[src/rtl/usrt_pkg.sv]
// usrt_pkg: shared definitions for the USRT receive path.
//   par_mode_e          parity-mode encodings carried on i_Parity
//   *_idx / data_*      bit positions of the frame fields as functions of the data width
package usrt_pkg;

  typedef enum logic [1:0] {
    PAR_NONE = 2'b00,
    PAR_EVEN = 2'b01,
    PAR_ODD  = 2'b10,
    PAR_MARK = 2'b11
  } par_mode_e;

  function automatic int start_idx();
    return 0;
  endfunction

  function automatic int data_lsb();
    return 1;
  endfunction

  function automatic int data_msb(input int w);
    return w;
  endfunction

  function automatic int par_idx(input int w);
    return w + 1;
  endfunction

  function automatic int stop1_idx(input int w);
    return w + 2;
  endfunction

  function automatic int stop2_idx(input int w);
    return w + 3;
  endfunction

endpackage

[src/rtl/rx_frame_check_if.sv]
// rx_frame_check_if: frame-in / word-out handshake bundle of rx_frame_check.
//   i_Valid, i_Data        raw frame from the deserialiser (upstream -> checker)
//   o_Ready                checker can accept a frame
//   o_Valid, o_Data,
//   o_ParityErr,
//   o_FrameErr             buffered head word and its flags (checker -> consumer)
//   i_Ready                consumer takes the head word
// modport slave is the checker's view, modport master the surrounding system's view.
interface rx_frame_check_if #(
  parameter int DATA_W = 8
);
  logic              i_Valid;
  logic [DATA_W+3:0] i_Data;
  logic              o_Ready;
  logic              o_Valid;
  logic              i_Ready;
  logic [DATA_W-1:0] o_Data;
  logic              o_ParityErr;
  logic              o_FrameErr;

  modport master (
    output i_Valid, i_Data, i_Ready,
    input  o_Ready, o_Valid, o_Data, o_ParityErr, o_FrameErr
  );

  modport slave (
    input  i_Valid, i_Data, i_Ready,
    output o_Ready, o_Valid, o_Data, o_ParityErr, o_FrameErr
  );
endinterface

[src/rtl/rx_fifo.sv]
// rx_fifo: synchronous first-word-fall-through FIFO.
//   i_Pclk, i_Rst        clock, synchronous active-high reset (pointers/flags only)
//   i_WrEn, i_WrData     write request; ignored while o_Full
//   o_Full               registered full flag
//   i_RdEn               pop request; ignored while o_Empty
//   o_RdData             head word, forced to 0 while empty
//   o_Empty              registered empty flag
module rx_fifo #(
  parameter int WIDTH = 10,
  parameter int DEPTH = 4
) (
  input  logic             i_Pclk,
  input  logic             i_Rst,
  input  logic             i_WrEn,
  input  logic [WIDTH-1:0] i_WrData,
  output logic             o_Full,
  input  logic             i_RdEn,
  output logic [WIDTH-1:0] o_RdData,
  output logic             o_Empty
);
  localparam int AW = $clog2(DEPTH);
  localparam logic [AW:0] FULL_CNT = (AW+1)'(DEPTH);

  logic [WIDTH-1:0] mem [DEPTH];
  logic [AW-1:0]    wr_ptr;
  logic [AW-1:0]    rd_ptr;
  logic [AW:0]      count;
  logic [AW:0]      count_nxt;
  logic             push;
  logic             pop;

  assign push = i_WrEn & ~o_Full;
  assign pop  = i_RdEn & ~o_Empty;

  always_comb begin
    count_nxt = count;
    if (push && !pop)      count_nxt = count + 1'b1;
    else if (pop && !push) count_nxt = count - 1'b1;
  end

  // Pointers wrap naturally because DEPTH is a power of two.
  always_ff @(posedge i_Pclk) begin
    if (i_Rst) begin
      wr_ptr  <= '0;
      rd_ptr  <= '0;
      count   <= '0;
      o_Full  <= 1'b0;
      o_Empty <= 1'b1;
    end else begin
      if (push) wr_ptr <= wr_ptr + 1'b1;
      if (pop)  rd_ptr <= rd_ptr + 1'b1;
      count   <= count_nxt;
      o_Full  <= (count_nxt == FULL_CNT);
      o_Empty <= (count_nxt == '0);
    end
  end

  always_ff @(posedge i_Pclk) begin
    if (push) mem[wr_ptr] <= i_WrData;
  end

  // Storage is not reset, so the head is masked while empty to present zeros.
  assign o_RdData = o_Empty ? '0 : mem[rd_ptr];

endmodule

[src/rtl/rx_frame_check.sv]
// rx_frame_check: USRT receive-frame checker with output FIFO.
// Checks start/stop framing and parity of each captured frame, strips the
// overhead bits and queues {data, parity error, framing error}.
//   i_Pclk, i_Rst        clock, synchronous active-high reset
//   i_Parity             00 none, 01 even, 10 odd, 11 mark (sampled per frame)
//   i_Stop2              1 = second stop bit is checked
//   bus (slave)          frame input handshake and buffered word output
//   o_Overrun            one-cycle pulse after a frame was dropped on a full FIFO
//   i_CntClr             clears the error counters
//   o_*ErrCnt, o_OverrunCnt  saturating error counters
// Build option: define RXCHK_ERRCNT_EN to implement the counters; otherwise
// they read 0 and i_CntClr is ignored.
module rx_frame_check
  import usrt_pkg::*;
#(
  parameter int DATA_W = 8,
  parameter int DEPTH  = 4,
  parameter int CNT_W  = 16
) (
  input  logic              i_Pclk,
  input  logic              i_Rst,
  input  logic [1:0]        i_Parity,
  input  logic              i_Stop2,
  rx_frame_check_if.slave   bus,
  output logic              o_Overrun,
  input  logic              i_CntClr,
  output logic [CNT_W-1:0]  o_ParityErrCnt,
  output logic [CNT_W-1:0]  o_FrameErrCnt,
  output logic [CNT_W-1:0]  o_OverrunCnt
);

  function automatic logic parity_err(input par_mode_e mode,
                                      input logic [DATA_W-1:0] data,
                                      input logic pbit);
    case (mode)
      PAR_EVEN: return ^{data, pbit};
      PAR_ODD:  return ~^{data, pbit};
      PAR_MARK: return ~pbit;
      default:  return 1'b0;
    endcase
  endfunction

  logic [DATA_W-1:0] data_p0;
  logic              perr_p0;
  logic              ferr_p0;
  logic              accept_p0;
  logic              drop_p0;
  logic              full;
  logic              empty;
  logic              overrun_p1;

  // Stage p0: combinational check of the frame presented this cycle.
  assign data_p0 = bus.i_Data[data_msb(DATA_W):data_lsb()];
  assign perr_p0 = parity_err(par_mode_e'(i_Parity), data_p0,
                              bus.i_Data[par_idx(DATA_W)]);
  assign ferr_p0 = bus.i_Data[start_idx()] | ~bus.i_Data[stop1_idx(DATA_W)]
                 | (i_Stop2 & ~bus.i_Data[stop2_idx(DATA_W)]);

  // Full is registered, so a frame arriving while full is lost even when the
  // consumer pops in the same cycle; the serial line cannot be stalled.
  assign accept_p0 = bus.i_Valid & ~full;
  assign drop_p0   = bus.i_Valid & full;

  rx_fifo #(
    .WIDTH (DATA_W + 2),
    .DEPTH (DEPTH)
  ) u_fifo (
    .i_Pclk   (i_Pclk),
    .i_Rst    (i_Rst),
    .i_WrEn   (bus.i_Valid),
    .i_WrData ({data_p0, perr_p0, ferr_p0}),
    .o_Full   (full),
    .i_RdEn   (bus.i_Ready),
    .o_RdData ({bus.o_Data, bus.o_ParityErr, bus.o_FrameErr}),
    .o_Empty  (empty)
  );

  assign bus.o_Ready = ~full;
  assign bus.o_Valid = ~empty;

  // Stage p1: overrun pulse registered one cycle after the drop.
  always_ff @(posedge i_Pclk) begin
    if (i_Rst) overrun_p1 <= 1'b0;
    else       overrun_p1 <= drop_p0;
  end

  assign o_Overrun = overrun_p1;

`ifdef RXCHK_ERRCNT_EN
  function automatic logic [CNT_W-1:0] sat_inc(input logic [CNT_W-1:0] v,
                                               input logic inc);
    if (inc && (v != '1)) return v + 1'b1;
    return v;
  endfunction

  logic [CNT_W-1:0] perr_cnt_p1;
  logic [CNT_W-1:0] ferr_cnt_p1;
  logic [CNT_W-1:0] ovr_cnt_p1;

  // Stage p1: counters; a clear in the same cycle as an increment wins.
  always_ff @(posedge i_Pclk) begin
    if (i_Rst || i_CntClr) begin
      perr_cnt_p1 <= '0;
      ferr_cnt_p1 <= '0;
      ovr_cnt_p1  <= '0;
    end else begin
      perr_cnt_p1 <= sat_inc(perr_cnt_p1, accept_p0 & perr_p0);
      ferr_cnt_p1 <= sat_inc(ferr_cnt_p1, accept_p0 & ferr_p0);
      ovr_cnt_p1  <= sat_inc(ovr_cnt_p1, drop_p0);
    end
  end

  assign o_ParityErrCnt = perr_cnt_p1;
  assign o_FrameErrCnt  = ferr_cnt_p1;
  assign o_OverrunCnt   = ovr_cnt_p1;
`else
  logic unused_cnt_inputs;
  assign unused_cnt_inputs = i_CntClr ^ accept_p0;

  assign o_ParityErrCnt = '0;
  assign o_FrameErrCnt  = '0;
  assign o_OverrunCnt   = '0;
`endif

endmodule

[src/flat_wrapper.sv]
// flat-port wrapper written by rule: the top's interface ports become plain ports
module rx_frame_check_flat import usrt_pkg::*;
#(
  parameter int DATA_W = 8,
  parameter int DEPTH  = 4,
  parameter int CNT_W  = 16
)
  (i_Pclk, i_Rst, i_Parity, i_Stop2, o_Overrun, i_CntClr, o_ParityErrCnt, o_FrameErrCnt, o_OverrunCnt, bus_i_Valid, bus_i_Data, bus_i_Ready, bus_o_Ready, bus_o_Valid, bus_o_Data, bus_o_ParityErr, bus_o_FrameErr);
  rx_frame_check_if #(.DATA_W(DATA_W)) bus_i ();
  input  logic i_Pclk;
  input  logic i_Rst;
  input  logic [1:0] i_Parity;
  input  logic i_Stop2;
  output logic o_Overrun;
  input  logic i_CntClr;
  output logic [CNT_W-1:0] o_ParityErrCnt;
  output logic [CNT_W-1:0] o_FrameErrCnt;
  output logic [CNT_W-1:0] o_OverrunCnt;
  input wire logic [$bits(bus_i.i_Valid)-1:0] bus_i_Valid;
  input wire logic [$bits(bus_i.i_Data)-1:0] bus_i_Data;
  input wire logic [$bits(bus_i.i_Ready)-1:0] bus_i_Ready;
  output wire logic [$bits(bus_i.o_Ready)-1:0] bus_o_Ready;
  output wire logic [$bits(bus_i.o_Valid)-1:0] bus_o_Valid;
  output wire logic [$bits(bus_i.o_Data)-1:0] bus_o_Data;
  output wire logic [$bits(bus_i.o_ParityErr)-1:0] bus_o_ParityErr;
  output wire logic [$bits(bus_i.o_FrameErr)-1:0] bus_o_FrameErr;
  assign bus_i.i_Valid = bus_i_Valid;
  assign bus_i.i_Data = bus_i_Data;
  assign bus_i.i_Ready = bus_i_Ready;
  assign bus_o_Ready = bus_i.o_Ready;
  assign bus_o_Valid = bus_i.o_Valid;
  assign bus_o_Data = bus_i.o_Data;
  assign bus_o_ParityErr = bus_i.o_ParityErr;
  assign bus_o_FrameErr = bus_i.o_FrameErr;
  rx_frame_check #(.DATA_W(DATA_W), .DEPTH(DEPTH), .CNT_W(CNT_W)) u_core (.i_Pclk(i_Pclk), .i_Rst(i_Rst), .i_Parity(i_Parity), .i_Stop2(i_Stop2), .bus(bus_i), .o_Overrun(o_Overrun), .i_CntClr(i_CntClr), .o_ParityErrCnt(o_ParityErrCnt), .o_FrameErrCnt(o_FrameErrCnt), .o_OverrunCnt(o_OverrunCnt));
endmodule
[config.mk]
export PLATFORM = sky130hd
export DESIGN_NAME = rx_frame_check_flat
export DESIGN_NICKNAME = d
export VERILOG_FILES = /design/src/rtl/usrt_pkg.sv /design/src/rtl/rx_frame_check_if.sv /design/src/rtl/rx_fifo.sv /design/src/rtl/rx_frame_check.sv /design/src/flat_wrapper.sv
export SDC_FILE = /design/constraint.sdc
export NUM_CORES = 1
export LEC_CHECK = 0
export ABC_AREA = 1
export CORE_MARGIN = 2
export CORE_UTILIZATION = 30
export CTS_BUF_LIST = sky130_fd_sc_hd__clkbuf_8
export CTS_CLUSTER_SIZE = 10
export DETAILED_ROUTE_END_ITERATION = 12
export PLACE_DENSITY = 0.61
export SYNTH_ARGS = -nofsm -noshare
export SYNTH_HDL_FRONTEND = slang
export SYNTH_HIERARCHICAL = 1
export SYNTH_SLANG_ARGS = --single-unit
export TNS_END_PERCENT = 1
[constraint.sdc]
create_clock -name i_Pclk -period 1.3 [get_ports i_Pclk]
set_input_delay 0.26 -clock i_Pclk [delete_from_list [all_inputs] [get_ports i_Pclk]]
set_output_delay 0.26 -clock i_Pclk [all_outputs]
set_load 0.01 [all_outputs]
==> summary.md <==
| Metric | Value |
|---|---|
| IO Port Bufs | 31 |
| RSZ-0062 raised after global routing | yes |
| Hpwl dp | approximately 4000 um |
| Post-route DRC violation count | 0 |
| Critical path class | reg2out |
| End of the worst hold path | u_core/o_Overrun$_SDFF_PP0_ |
| DRT Pass-1 Iters | 4 |
| Yosys top cell area share | about 43% |
| Most frequent cells in the layout | conb_1, nor2_1, edfxtp_1, nand2_1, inv_1 |
| Hold Path Class | in2reg |
| Area Overhead vs Synth | 19.55% |
| Gr ovfl total | 0 |
| Layout cell share with drive strength beyond 1 | between 20% and 30% |
| Max Clock Skew | between 0.009 and 0.01 ns |
| CP most frequent cell | nor2_1 |
| Fillcell total | between 900 and 1k |
| Mapped cell area | ~2800 um^2 |
| Worst-path fanout max | 10 |
| TritonCTS buffer count | 5 |
| Skew-Pair Late Insertion Delay | around 0.3 ns |
| Critical Path RT | between 1 and 1.5 ns |
| Max Fclk | 619.6 MHz |
| Cell family contributing the most delay on the critical path | flip-flops |
| Final #Nets | approximately 400 |
| Most common cell after layout, fill and taps aside | conb_1 |
| Die Span Y | roughly 100 um |
| Storage cell area | between 1000 and 1500 um^2 |
| R2r worst-path depth | 5 |
| Antenna cells | 0 |
| Worst setup margin | -0.3139 ns |
| Final period util | 124.1% |
| CTS H-tree lvls | 2 |
| VDD IR max | 542.7 uV |
| WL final | 5254 um |
| Leak Pwr | ~1.5 nW |
| Setup TNS | -2.851 ns |
| Clock sink count | 52 |
| Vias per cell | around 4.2 |
| Post-Synthesis Cells | 310 |
| Rows | 35 |
| FF-to-FF End | u_core/u_fifo/mem[0][3]$_DFFE_PP_ |
| Largest net degree at the start of global routing | 17 |
| Reg2Reg Setup Slack | 0.09 ns |
| Largest area contributor in the netlist | edfxtp_1 |
| Routability Congestion | between 0.8 and 0.9 |
| Failing checks | setup timing |
| Starting density of the core | between 30% and 40% |
| Critical-path top delay cell | dfxtp_4 |
| Post-route ant nets | 0 |
| Fin. Hold Viols | 0 |
| CP startpoint kind | register |
| Post-CTS Setup Bufs | 0 |
| CP endpoint kind | output port |
| Clk Tree Root Cell | clkbuf_8 |
| Netlist cell types | 24 |
| PwrDens | 1250 nW/um^2 |
| Die span in x | between 100 and 150 um |
| Seq/Total Area, Yosys | roughly 51% |
| Setup-failing EPs final | 10 |
| Share of power burned in registers | ~48% |
| Clock power frac | a little over a fifth |
| Gate power share | a little under a third |
| Hold Path Stages | 3 |
| Worst EP arrival | 1.35 ns |
| Drt wl/cell | 10.99 um |
| Clk pin slew, worst setup/hold paths | about 0.10 ns |
| Die Footprint | just over 10000 um^2 |
| Worst-case clock buffer depth | 2 |
| Routed vias | between 2k and 2.5k |
| Antenna violations before repair | 0 |
| Largest stage delay on the critical path | slightly below 0.4 ns |
| # IOs | between 80 and 90 |
| FF-to-FF Start | u_core/u_fifo/wr_ptr[0]$_SDFFE_PP0P_ |
| Max-cap violation count | 0 |
| Vias in the first global route | 1897 |
| Area of the core | about 9200 um^2 |
| CTS tree | yes |
| Largest cells by area after synthesis | edfxtp_1, buf_4, dfxtp_1 |
| Psw | about 1.4 mW |
| P_int | 2.853 mW |
| First DRT Iteration DRCs | 92 |
| Mean post-synth cell area | about 9.1 um^2 |
| Crit-path cells | buf_12 -> nor2_1 -> nor2_1 -> o21ai_0 -> a21oi_1 -> buf_2 |
| Number of synthesized register bits | 52 |
| Hold Slack | ~0.28 ns |
| Outcome | finished with violations |
| Fin. max-slew vios | 0 |
| Sw frac | between 30% and 40% |
| Area of the multi-input gates | roughly 1100 um^2 |
| Crit path time final | ~1.6 ns |
| Hold wc startpoint | bus_i_Valid |
| GRT Util Overall | a little over a tenth |
| First-pass GRT wire length | roughly 8500 um |
| Ys Warns | 6 |
| Buf+Inv Stages, Crit Path | 2 |
## cells in the mapped netlist
cell type   n
nor2_2      2
nor2_1     49
o21ai_0    22
o21ai_1     1
clkinv_1    1
inv_1      28
nand3_1    15
nand2_1    35
dfxtp_1    12
nand2_4     2
a21oi_1    14
ha_1        6
nand3b_1    4
buf_4      48
buf_2       2
xnor2_1     1
xor2_1      1
inv_2       6
clkbuf_1    4
nand3_2     3
nand2_2    11
nor2_4      2
edfxtp_1   40
conb_1      1
## layer usage
metal / vias to the layer above / global-route usage (%) / wire [um]
met5: - / 0 / 0
met4: 0 / 4.990 / 93
met3: 7 / 1.942 / 221
met2: 69 / 19.69 / 2678
met1: 919 / 12.30 / 2261
li1: 1010 / - / -
## stage by stage
stage / total power [mW] / instances / setup slack, ns / cell area [um^2] / utilization, %
2_1_floorplan: 2.880 / 357 / -0.1163 / 2995 / -
3_3_place_gp: 3.374 / 470 / -0.5118 / 3284 / 35.89
3_5_place_dp: 3.411 / 470 / -0.5605 / 3284 / 35.89
4_1_cts: 4.230 / 478 / -0.3678 / 3334 / 36.43
5_1_grt: 4.488 / 478 / -0.4128 / 3367 / 36.79
6_report: 4.209 / 478 / -0.3139 / 3367 / 36.79
## power by group through the flow
stage / clock (mW) / sequential [mW] / combinational (mW)
floorplan: 0 / 2.03 / 0.855
global placement: 0 / 2.03 / 1.34
detailed placement: 0 / 2.04 / 1.37
CTS: 0.930 / 2.01 / 1.29
global route: 0.983 / 2.03 / 1.47
finish: 0.892 / 2.02 / 1.30
## state kept, by name, summed over array words and instances (netlist names), named ones only
register,count
u_core/u_fifo/mem,40
u_core/u_fifo/count,3
u_core/u_fifo/rd_ptr,2
u_core/u_fifo/wr_ptr,2
u_core/o_Overrun,1
u_core/u_fifo/o_Empty,1
u_core/u_fifo/o_Full,1
## timing repair
item | CTS | global route
hold buffers | 0 | 0
gates resized for setup | 70 | 22
pin swaps | 5 | 8
endpoints found under the setup margin | 17 | 30
## tightest hold or removal path, cell delays in order
cell and delay (ns):
dlymetal6s2s_1 0.17, nand2_1 0.08, nor2_1 0.03
## layout make-up
class | count | share of cell area (%)
clock buffers | 5 | 2.044
well taps | 111 | 4.125
clock inverters | 3 | 0.5946
flip-flops and latches | 52 | 43.18
multi-input cells | 216 | 31.29
repair buffers | 56 | 14.72
inverters | 35 | 4.051
## worst max path at each step
stage / startpoint / cells after the start / to
after detailed placement: register / 6 / bus_o_Data[7]
after floorplan: u_core/u_fifo/wr_ptr[0]$_SDFFE_PP0P_ / 4 / u_core/u_fifo/mem[0][0]$_DFFE_PP_
after global placement: register / 6 / bus_o_Data[5]
final: register / 6 / bus_o_Data[2]
after global routing: register / 6 / bus_o_Data[0]
after CTS: register / 6 / bus_o_Data[7]
## logic make-up (layout without fill, tap and decap cells)
logic type                 count (synthesis)  after routing  synth area share (%)
and+or+nand+nor                          123            123                 20.48
buffers and inverters                     89             99                 18.35
DFF                                       52             52                 51.18
AOI/OAI and AO/OA                         37             37                 6.575
adders and majority gates                  6              6                 2.665
xor gates and xnor gates                   2              2                0.6221
other                                      1             48                0.1331
No activity file was read; power rests on OpenSTA's default activity.
